[config.mk]
export PLATFORM = sky130hd
export DESIGN_NAME = div_sequencer_flat
export DESIGN_NICKNAME = d
export VERILOG_FILES = /design/src/rtl/div_sequencer_pkg.sv /design/src/rtl/div_sequencer_if.sv /design/src/rtl/div_sequencer_sub_eight.sv /design/src/rtl/div_sequencer.sv /design/src/flat_wrapper.sv
export SDC_FILE = /design/constraint.sdc
export NUM_CORES = 1
export LEC_CHECK = 0
export ABC_AREA = 1
export BUFFER_PORTS_ARGS = -buffer_cell sky130_fd_sc_hd__buf_2
export CORE_MARGIN = 2
export CORE_UTILIZATION = 50
export DETAILED_ROUTE_END_ITERATION = 16
export GPL_TIMING_DRIVEN = 0
export PLACE_DENSITY = 0.79
export SLEW_MARGIN = 10
export SYNTH_ARGS = -nofsm -noshare
export SYNTH_HDL_FRONTEND = slang
export SYNTH_HIERARCHICAL = 1
export SYNTH_SLANG_ARGS = --single-unit
export TNS_END_PERCENT = 100
[constraint.sdc]
create_clock -name clk -period 7.4 [get_ports clk]
set_clock_uncertainty 0.2 [all_clocks]
set_input_delay 0 -clock clk [delete_from_list [all_inputs] [get_ports clk]]
set_output_delay 0 -clock clk [all_outputs]
set_load 0.02 [all_outputs]
[src/rtl/div_sequencer_pkg.sv]
// div_sequencer_pkg
//   Shared definitions for the DIV/MOD unit: FSM state encodings, step count
//   and a small helper for the step counter.
package div_sequencer_pkg;

  // FSM state encodings
  typedef enum logic [1:0] {
    ST_IDLE = 2'd0,
    ST_RUN  = 2'd1,
    ST_DONE = 2'd2
  } divState_t;

  // one restoring step per dividend bit
  localparam int unsigned DIV_STEPS = 8;
  localparam logic [2:0]  LAST_STEP = 3'(DIV_STEPS - 1);

  // true on the step that produces the final quotient/remainder bits
  function automatic logic isLastStep(input logic [2:0] cnt);
    return (cnt == LAST_STEP);
  endfunction

endpackage

[src/rtl/div_sequencer_if.sv]
// div_sequencer_if
//   start/busy/done handshake bundle between a requester (master) and the
//   divider (slave).
//   start     requester -> divider   request, sampled only while busy==0
//   dividend  requester -> divider   8-bit operand, captured on accept
//   divisor   requester -> divider   8-bit operand, captured on accept
//   busy      divider -> requester   high in RUN and DONE
//   done      divider -> requester   one-cycle pulse, results valid
//   err       divider -> requester   divide-by-zero flag
//   quotient  divider -> requester   held from done until next accept
//   remainder divider -> requester   held from done until next accept
interface div_sequencer_if;
  logic       start;
  logic [7:0] dividend;
  logic [7:0] divisor;
  logic       busy;
  logic       done;
  logic       err;
  logic [7:0] quotient;
  logic [7:0] remainder;

  modport master (
    output start, dividend, divisor,
    input  busy, done, err, quotient, remainder
  );

  modport slave (
    input  start, dividend, divisor,
    output busy, done, err, quotient, remainder
  );
endinterface

[src/rtl/div_sequencer_sub_eight.sv]
// subEight
//   Shared 8-bit subtractor used by the divider datapath.
//   d0, d1   8-bit operands, res = d0 - d1
//   enable   when low, res is forced to 0
//   res      8-bit difference (gated)
//   bOut     borrow out of bit 7, i.e. d0 < d1
module subEight (
  input  logic [7:0] d0,
  input  logic [7:0] d1,
  input  logic       enable,
  output logic [7:0] res,
  output logic       bOut
);

  logic [8:0] wideDiff;

  // 9-bit subtract: bit 8 is the borrow out of bit 7
  always_comb begin
    wideDiff = {1'b0, d0} - {1'b0, d1};
    bOut     = wideDiff[8];
    if (enable) begin
      res = wideDiff[7:0];
    end else begin
      res = 8'h00;
    end
  end

endmodule

[src/rtl/div_sequencer.sv]
// div_sequencer
//   Multi-cycle unsigned 8-bit restoring divider (CPU DIV/MOD unit). One
//   subEight instance is stepped 8 times per division.
//   clk       rising-edge clock
//   rst       asynchronous active-high reset
//   bus       div_sequencer_if.slave: start/dividend/divisor in,
//             busy/done/err/quotient/remainder out (all registered)
//   DIV0_QUOT quotient reported on divide-by-zero (remainder = dividend)
module div_sequencer
  import div_sequencer_pkg::*;
#(
  parameter logic [7:0] DIV0_QUOT = 8'hFF
) (
  input  logic            clk,
  input  logic            rst,
  div_sequencer_if.slave  bus
);

  divState_t  stateR;
  logic [7:0] dReg;
  logic [7:0] qReg;
  // R[7] is always 0 before a shift, so only 7 bits are carried between steps;
  // the full 8-bit final remainder is taken straight from nextRS.
  logic [6:0] rReg;
  logic [2:0] cntR;
  logic       busyR;
  logic       doneR;
  logic       errR;
  logic [7:0] quotR;
  logic [7:0] remR;

  logic [7:0] tS;
  logic [7:0] diffS;
  logic       borrowS;
  logic       enS;
  logic [7:0] nextRS;
  logic [7:0] nextQS;

  assign tS = {rReg, qReg[7]};
  assign enS = (stateR == ST_RUN);

  subEight uSub (
    .d0     (tS),
    .d1     (dReg),
    .enable (enS),
    .res    (diffS),
    .bOut   (borrowS)
  );

  // one restoring step: keep t on borrow, else take the difference
  always_comb begin
    if (borrowS) begin
      nextRS = tS;
    end else begin
      nextRS = diffS;
    end
    nextQS = {qReg[6:0], ~borrowS};
  end

  // sequencing FSM, step counter, shift registers and registered outputs
  always_ff @(posedge clk or posedge rst) begin
    if (rst) begin
      stateR <= ST_IDLE;
      dReg   <= 8'h00;
      qReg   <= 8'h00;
      rReg   <= 7'h00;
      cntR   <= 3'd0;
      busyR  <= 1'b0;
      doneR  <= 1'b0;
      errR   <= 1'b0;
      quotR  <= 8'h00;
      remR   <= 8'h00;
    end else begin
      case (stateR)
        ST_IDLE: begin
          doneR <= 1'b0;
          if (bus.start) begin
            busyR <= 1'b1;
            if (bus.divisor != 8'h00) begin
              dReg   <= bus.divisor;
              qReg   <= bus.dividend;
              rReg   <= 7'h00;
              cntR   <= 3'd0;
              stateR <= ST_RUN;
            end else begin
              // divide-by-zero skips RUN and reports immediately
              quotR  <= DIV0_QUOT;
              remR   <= bus.dividend;
              errR   <= 1'b1;
              doneR  <= 1'b1;
              stateR <= ST_DONE;
            end
          end else begin
            busyR <= 1'b0;
          end
        end
        ST_RUN: begin
          rReg <= nextRS[6:0];
          qReg <= nextQS;
          cntR <= cntR + 3'd1;
          if (isLastStep(cntR)) begin
            quotR  <= nextQS;
            remR   <= nextRS;
            errR   <= 1'b0;
            doneR  <= 1'b1;
            stateR <= ST_DONE;
          end else begin
            doneR <= 1'b0;
          end
        end
        ST_DONE: begin
          // busy and done fall together; a held start is seen next edge
          doneR  <= 1'b0;
          busyR  <= 1'b0;
          stateR <= ST_IDLE;
        end
        default: begin
          doneR  <= 1'b0;
          busyR  <= 1'b0;
          stateR <= ST_IDLE;
        end
      endcase
    end
  end

  assign bus.busy      = busyR;
  assign bus.done      = doneR;
  assign bus.err       = errR;
  assign bus.quotient  = quotR;
  assign bus.remainder = remR;

endmodule
[src/flat_wrapper.sv]
// flat-port wrapper written by rule: the top's interface ports become plain ports
module div_sequencer_flat import div_sequencer_pkg::*;
#(
  parameter logic [7:0] DIV0_QUOT = 8'hFF
)
  (clk, rst, bus_start, bus_dividend, bus_divisor, bus_busy, bus_done, bus_err, bus_quotient, bus_remainder);
  div_sequencer_if bus_i ();
  input  logic clk;
  input  logic rst;
  input wire logic [$bits(bus_i.start)-1:0] bus_start;
  input wire logic [$bits(bus_i.dividend)-1:0] bus_dividend;
  input wire logic [$bits(bus_i.divisor)-1:0] bus_divisor;
  output wire logic [$bits(bus_i.busy)-1:0] bus_busy;
  output wire logic [$bits(bus_i.done)-1:0] bus_done;
  output wire logic [$bits(bus_i.err)-1:0] bus_err;
  output wire logic [$bits(bus_i.quotient)-1:0] bus_quotient;
  output wire logic [$bits(bus_i.remainder)-1:0] bus_remainder;
  assign bus_i.start = bus_start;
  assign bus_i.dividend = bus_dividend;
  assign bus_i.divisor = bus_divisor;
  assign bus_busy = bus_i.busy;
  assign bus_done = bus_i.done;
  assign bus_err = bus_i.err;
  assign bus_quotient = bus_i.quotient;
  assign bus_remainder = bus_i.remainder;
  div_sequencer #(.DIV0_QUOT(DIV0_QUOT)) u_core (.clk(clk), .rst(rst), .bus(bus_i));
endmodule
==> flow_summary.json, run 1 <==
{
  "max_stage_delay_ns": 0.38,
  "postRouteAntennaNets": 0,
  "crit_start": "u_core/qReg[7]",
  "path_clk_slew_ns": 0.10,
  "setup_tns_ns": 0,
  "routed_wl_um": 6057,
  "path_buf_inv": 4,
  "wl_per_cell_um": 12.24,
  "fillCellCount": 466,
  "vias_per_cell": 5.014,
  "dieWidth_um": 76.70,
  "clk_latency_ns": 0.31,
  "finalCriticalPeriod_ns": 2.715,
  "synthToLayoutAreaGrowth_pct": 23.01,
  "core_area_sq_mm": 0.005107,
  "finalSetupViolCount": 0,
  "antennaDiodeCount": 0,
  "grt_max_degree": 36,
  "yosysSeqAreaShare": 0.4451,
  "path_cells": "inv_1, ha_1, fa_1, inv_1, nand2_1, nand2_1, nand3_1, nand2_1, nand2_1, nand2_1, nand2_1, buf_2, buf_2, o21ai_0, nand2_1, nand2_1, nand3_1, nand2_1",
  "fin_crit_sh": 0.3669,
  "irDropWorstVdd_v": 0.0002445,
  "die-area_sq_mm": 0.005883,
  "grt_usage": 0.2287,
  "ys_warn_count": 6,
  "place_hpwl_um": 4342,
  "relSlewSlack": 0.6971,
  "p_int_mw": 0.7254,
  "combPwrFrac": 0.549,
  "fmax_mhz": 368.3,
  "critPathMaxFanout": 10,
  "clkSinkCount": 47,
  "swShare": 0.4671,
  "cts_hold_buf": 20,
  "worstSetupStartpointType": "flip-flop",
  "utilization": 0.6365,
  "port_buffers": 37,
  "cts_tree": "yes",
  "cp_common_cell": "nand2_1",
  "synth_seq_cells": 47,
  "hold_path.class": "flip-flop to flip-flop",
  "reg2reg_depth": 18,
  "timing.rr.start": "u_core/qReg[7]",
  "endpoint_kind": "flip-flop",
  "grt_overflow": 0,
  "worst_pin_slew_ns": 0.4543,
  "netlist.area_leader.share": 0.4451,
  "critical_path_class": "flip-flop to flip-flop",
  "yosys-top-cells-area": "dfrtp_1 (45%), nand2_1 (19%), nand3_1 (7.4%)",
  "cts-root-buf": "clkbuf_8",
  "drtIter0Drc": 181,
  "numCtsBuffers": 5,
  "worst_path_max_delay_cell": "dfrtp_1",
  "start_util": 0.5174,
  "cp.arrival_ns": 2.76,
  "avgSynthCellArea_sq_um": 7.361,
  "drv_slew": 0,
  "grt_pass1_vias": 2390,
  "yosys.cell_types.count": 25,
  "layout-drive-gt1-share": 0.1671,
  "synth.net_count": 390,
  "postCtsSetupRepairBufs": 0,
  "clk_path_buf_depth": 2,
  "io_pins": 38,
  "run_status": "finished clean",
  "drt_first_pass_iters": 5,
  "grt_setup_unrepaired": "false",
  "mostFrequentLayoutCells": "nand2_1 (135), dfrtp_1 (47), inv_1 (46), buf_2 (43), nand3_1 (39)",
  "pwr-share-seq": 0.310,
  "grt_pass1_wl_um": 10840,
  "cts_resized": 0,
  "p_switching_mw": 0.6358,
  "postSynthCellCount": 359,
  "final_nets": 455,
  "p_per_area_mw_per_mm2": 418.7,
  "place.gp.congestion": 0.8199,
  "cpLargestDelayFamily": "simple AND/OR/NAND/NOR gates",
  "cellLeakagePower_nw": 1.871,
  "vias": 2482,
  "crit_path_end": "u_core/bus.remainder[7]",
  "hp-start": "u_core/bus.quotient[0]",
  "antenna_found_initial": 0,
  "post-synth-top-area-cell": "dfrtp_1",
  "die_y_um": 76.70,
  "htree_levels": 2,
  "netlist_area_sq_mm": 0.002643,
  "r2r_end": "u_core/bus.remainder[7]",
  "reg2reg_slack_ns": 4.68,
  "min_path_cells": 2,
  "layout_commonest_cell": "nand2_1",
  "required_ns": 7.44,
  "cp.depth": 18,
  "drc": 0,
  "drv_cap": 0,
  "fin_area_sq_mm": 0.003251,
  "dpl-instance-area_sq_mm": 0.002935,
  "num_rows": 26,
  "clkPwrFrac": 0.141,
  "hold_viol": 0
}
-- cell families after synthesis --
logic type	count (synthesis)	share of synthesized area
simple gates	202	0.3187
buf+inv	61	0.09564
flops	47	0.4451
fa+ha+maj	12	0.05966
compound gates	37	0.08096
-- tightest hold or removal path: cells and delay by family, from the launching register on --
kind	cells	cell delay, ns
AND/OR/NAND/NOR	2	0.10
flip-flops	1	0.35
-- worst min path at each step --
stage,endpoint,slack [ns]
finish,u_core/bus.quotient[0],0.27
global route,u_core/bus.remainder[3],0.30
CTS,u_core/bus.remainder[1],0.28
detailed placement,u_core/bus.done,-0.24
global placement,u_core/dReg[7],0.07
floorplan,u_core/dReg[0],-0.06
-- area by class of cell --
type	instances	area, sq um	area share
buffer	12	68.82	0.02117
sequential	47	1176	0.3618
inverter	49	183.9	0.05658
tap	70	87.58	0.02694
clock inverter	3	46.29	0.01424
timing repair buffer	58	405.4	0.1247
multi-input combinational	251	1214	0.3734
clock buffer	5	68.82	0.02117
-- metal layers --
| layer | wire length (um) | part of all wire | global-route usage |
|---|---|---|---|
| met1 | 2505 | 0.41 | 0.2825 |
| met2 | 3110 | 0.51 | 0.4044 |
| met3 | 329 | 0.054 | 0.04235 |
| met4 | 112 | 0.018 | 0.07273 |
| met5 | 0 | 0 | 0 |
-- power groups by stage --
stage	Sequential, mW	Combinational [mW]	Clock (mW)
6_report	0.422	0.747	0.192
5_1_grt	0.437	0.856	0.207
4_1_cts	0.422	0.745	0.196
3_5_place_dp	0.428	0.729	0
3_3_place_gp	0.425	0.709	0
2_1_floorplan	0.471	0.502	0
-- synthesized netlist by cell type --
master	n
inv_2	1
nand2_2	4
dfrtp_1	47
fa_1	1
buf_6	1
nand2_4	1
nor2_2	2
or2_1	1
nand2_1	135
inv_1	47
clkbuf_2	1
clkbuf_1	1
nor2_1	17
or2_2	2
o21ai_4	2
buf_4	2
o21ai_0	27
ha_1	11
a21oi_1	7
and2_4	1
clkinv_1	1
buf_2	6
buf_1	1
nand3_1	39
o21bai_2	1
-- sequential cells by signal, indices dropped and copies added (netlist names) --
name,cells
u_core/bus.err,1
u_core/cntR,3
u_core/rReg,7
u_core/bus.done,1
u_core/bus.quotient,8
u_core/qReg,8
u_core/dReg,8
u_core/bus.busy,1
u_core/bus.remainder,8
u_core/stateR,2
-- through the flow --
step,cells,setup slack [ns],total power [mW],hold slack [ns]
floorplan,359,5.042,0.9734,-0.05695
global placement,466,4.789,1.133,0.06731
detailed placement,467,4.746,1.157,-0.2351
CTS,495,4.722,1.363,0.2768
global route,495,4.452,1.500,0.2978
finish,495,4.685,1.361,0.2748
Power figures use the tool's default switching activity.
==> inputs of run 2 (changes only) <==
==> constraint.sdc (replaced) <==
create_clock -name clk -period 2.6 [get_ports clk]
set_clock_uncertainty 0.2 [all_clocks]
set_input_delay 0 -clock clk [delete_from_list [all_inputs] [get_ports clk]]
set_output_delay 0 -clock clk [all_outputs]
set_load 0.02 [all_outputs]
==> flow_summary.json, run 2 (synthesis results as in run 1) <==
{
  "grt_usage": 0.2280,
  "finalCriticalPeriod_ns": 2.415,
  "drt_first_pass_iters": 7,
  "run_status": "finished clean",
  "antennaDiodeCount": 0,
  "drv_slew": 0,
  "grt_pass1_vias": 2409,
  "start_util": 0.5174,
  "die-area_sq_mm": 0.005883,
  "drtIter0Drc": 142,
  "critPathMaxFanout": 18,
  "endpoint_kind": "flip-flop",
  "port_buffers": 37,
  "vias_per_cell": 5.114,
  "wl_per_cell_um": 12.37,
  "grt_max_degree": 36,
  "clkSinkCount": 47,
  "clk_path_buf_depth": 2,
  "grt_pass1_wl_um": 10780,
  "routed_wl_um": 6162,
  "p_per_area_mw_per_mm2": 1209,
  "dieWidth_um": 76.70,
  "worstSetupStartpointType": "flip-flop",
  "cts_tree": "yes",
  "cp.arrival_ns": 2.46,
  "fmax_mhz": 414.1,
  "setup_tns_ns": 0,
  "utilization": 0.6445,
  "worst_pin_slew_ns": 0.4582,
  "fin_crit_sh": 0.9288,
  "synthToLayoutAreaGrowth_pct": 24.57,
  "drv_cap": 0,
  "hold_viol": 0,
  "relSlewSlack": 0.6945,
  "postRouteAntennaNets": 0,
  "mostFrequentLayoutCells": "nand2_1 (135), dfrtp_1 (47), inv_1 (45), buf_2 (41), nand3_1 (39)",
  "vias": 2547,
  "antenna_found_initial": 0,
  "finalSetupViolCount": 0,
  "place.gp.congestion": 0.8199,
  "critical_path_class": "flip-flop to flip-flop",
  "irDropWorstVdd_v": 0.0006966,
  "cellLeakagePower_nw": 1.891,
  "clk_latency_ns": 0.31,
  "cts-root-buf": "clkbuf_8",
  "drc": 0,
  "fin_area_sq_mm": 0.003292,
  "layout_commonest_cell": "nand2_1",
  "grt_overflow": 0,
  "dpl-instance-area_sq_mm": 0.002935,
  "final_nets": 458,
  "path_clk_slew_ns": 0.10,
  "num_rows": 26,
  "required_ns": 2.65,
  "core_area_sq_mm": 0.005107,
  "layout-drive-gt1-share": 0.1822,
  "die_y_um": 76.70,
  "hold_path.class": "flip-flop to flip-flop",
  "place_hpwl_um": 4342,
  "io_pins": 38,
  "numCtsBuffers": 5,
  "htree_levels": 2
}
run 2: path summary, 6_finish.rpt:
kind	depth (start not counted)	from	end	slack, ns
max	17	u_core/qReg[7]	u_core/bus.remainder[7]	0.19
min in group asynchronous	4	rst	u_core/bus.done	0.55
min	2	u_core/bus.quotient[0]	u_core/bus.quotient[0]	0.27
max in group asynchronous	5	rst	u_core/dReg[0]	1.16
max reg2reg	17	u_core/qReg[7]	u_core/bus.remainder[7]	0.19
min reg2reg	2	u_core/bus.quotient[0]	u_core/bus.quotient[0]	0.27
run 2: what timing repair did:
action | 4_1_cts | 5_1_grt
setup endpoints to repair | 7 | 11
hold buffers | 20 | 0
setup buffers | 2 | 2
gates resized for setup | 0 | 14
hold endpoints to repair | 73 | 0
run 2: layout make-up:
cell class	count	area (sq um)
clock buffers	5	68.82
inverters	49	183.9
plain buffers	11	70.07
repair buffers	62	435.4
clock inverters	3	46.29
multi-input cells	251	1224
flip-flops and latches	47	1176
well taps	70	87.58
fillers	454	1815
run 2: worst max-delay path, stage by stage, from the launching register on:
cell and delay (ns):
dfrtp_1 0.36, inv_1 0.06, ha_1 0.21, fa_2 0.34, inv_2 0.07, nand2_1 0.05
nand2_1 0.08, nand3_1 0.08, nand2_1 0.09, nand2_1 0.07, nand2_1 0.06, nand2_1 0.05
buf_6 0.15, o21ai_1 0.14, nand2_1 0.09, nand2_1 0.07, nand3_1 0.08, nand2_1 0.10
run 2: through the flow:
stage               total power [mW]  instances  worst slack, ns  hold WS, ns
floorplan                      2.771        359           0.2419     -0.05695
global placement               3.225        466         -0.01140      0.06731
detailed placement             3.293        467         -0.05372      -0.2351
CTS                            3.888        496          0.08695       0.2768
global route                   4.361        498        -0.004386       0.2978
finish                         3.981        498           0.1851       0.2743
run 2: per-layer routing:
layer  vias to the layer above  GRT usage  routed length, um
li1                       1251          -                  -
met2                        93     0.4026               3044
met4                         0    0.07636                181
met5                         -          0                  0
met1                      1170     0.2794               2604
met3                        33    0.04353                330
run 2: power breakdown:
group	switching [mW]	leakage, nW	internal (mW)
logic	1.44	1.24	0.795
clock network	0.257	0.0548	0.290
registers	0.166	0.598	1.03
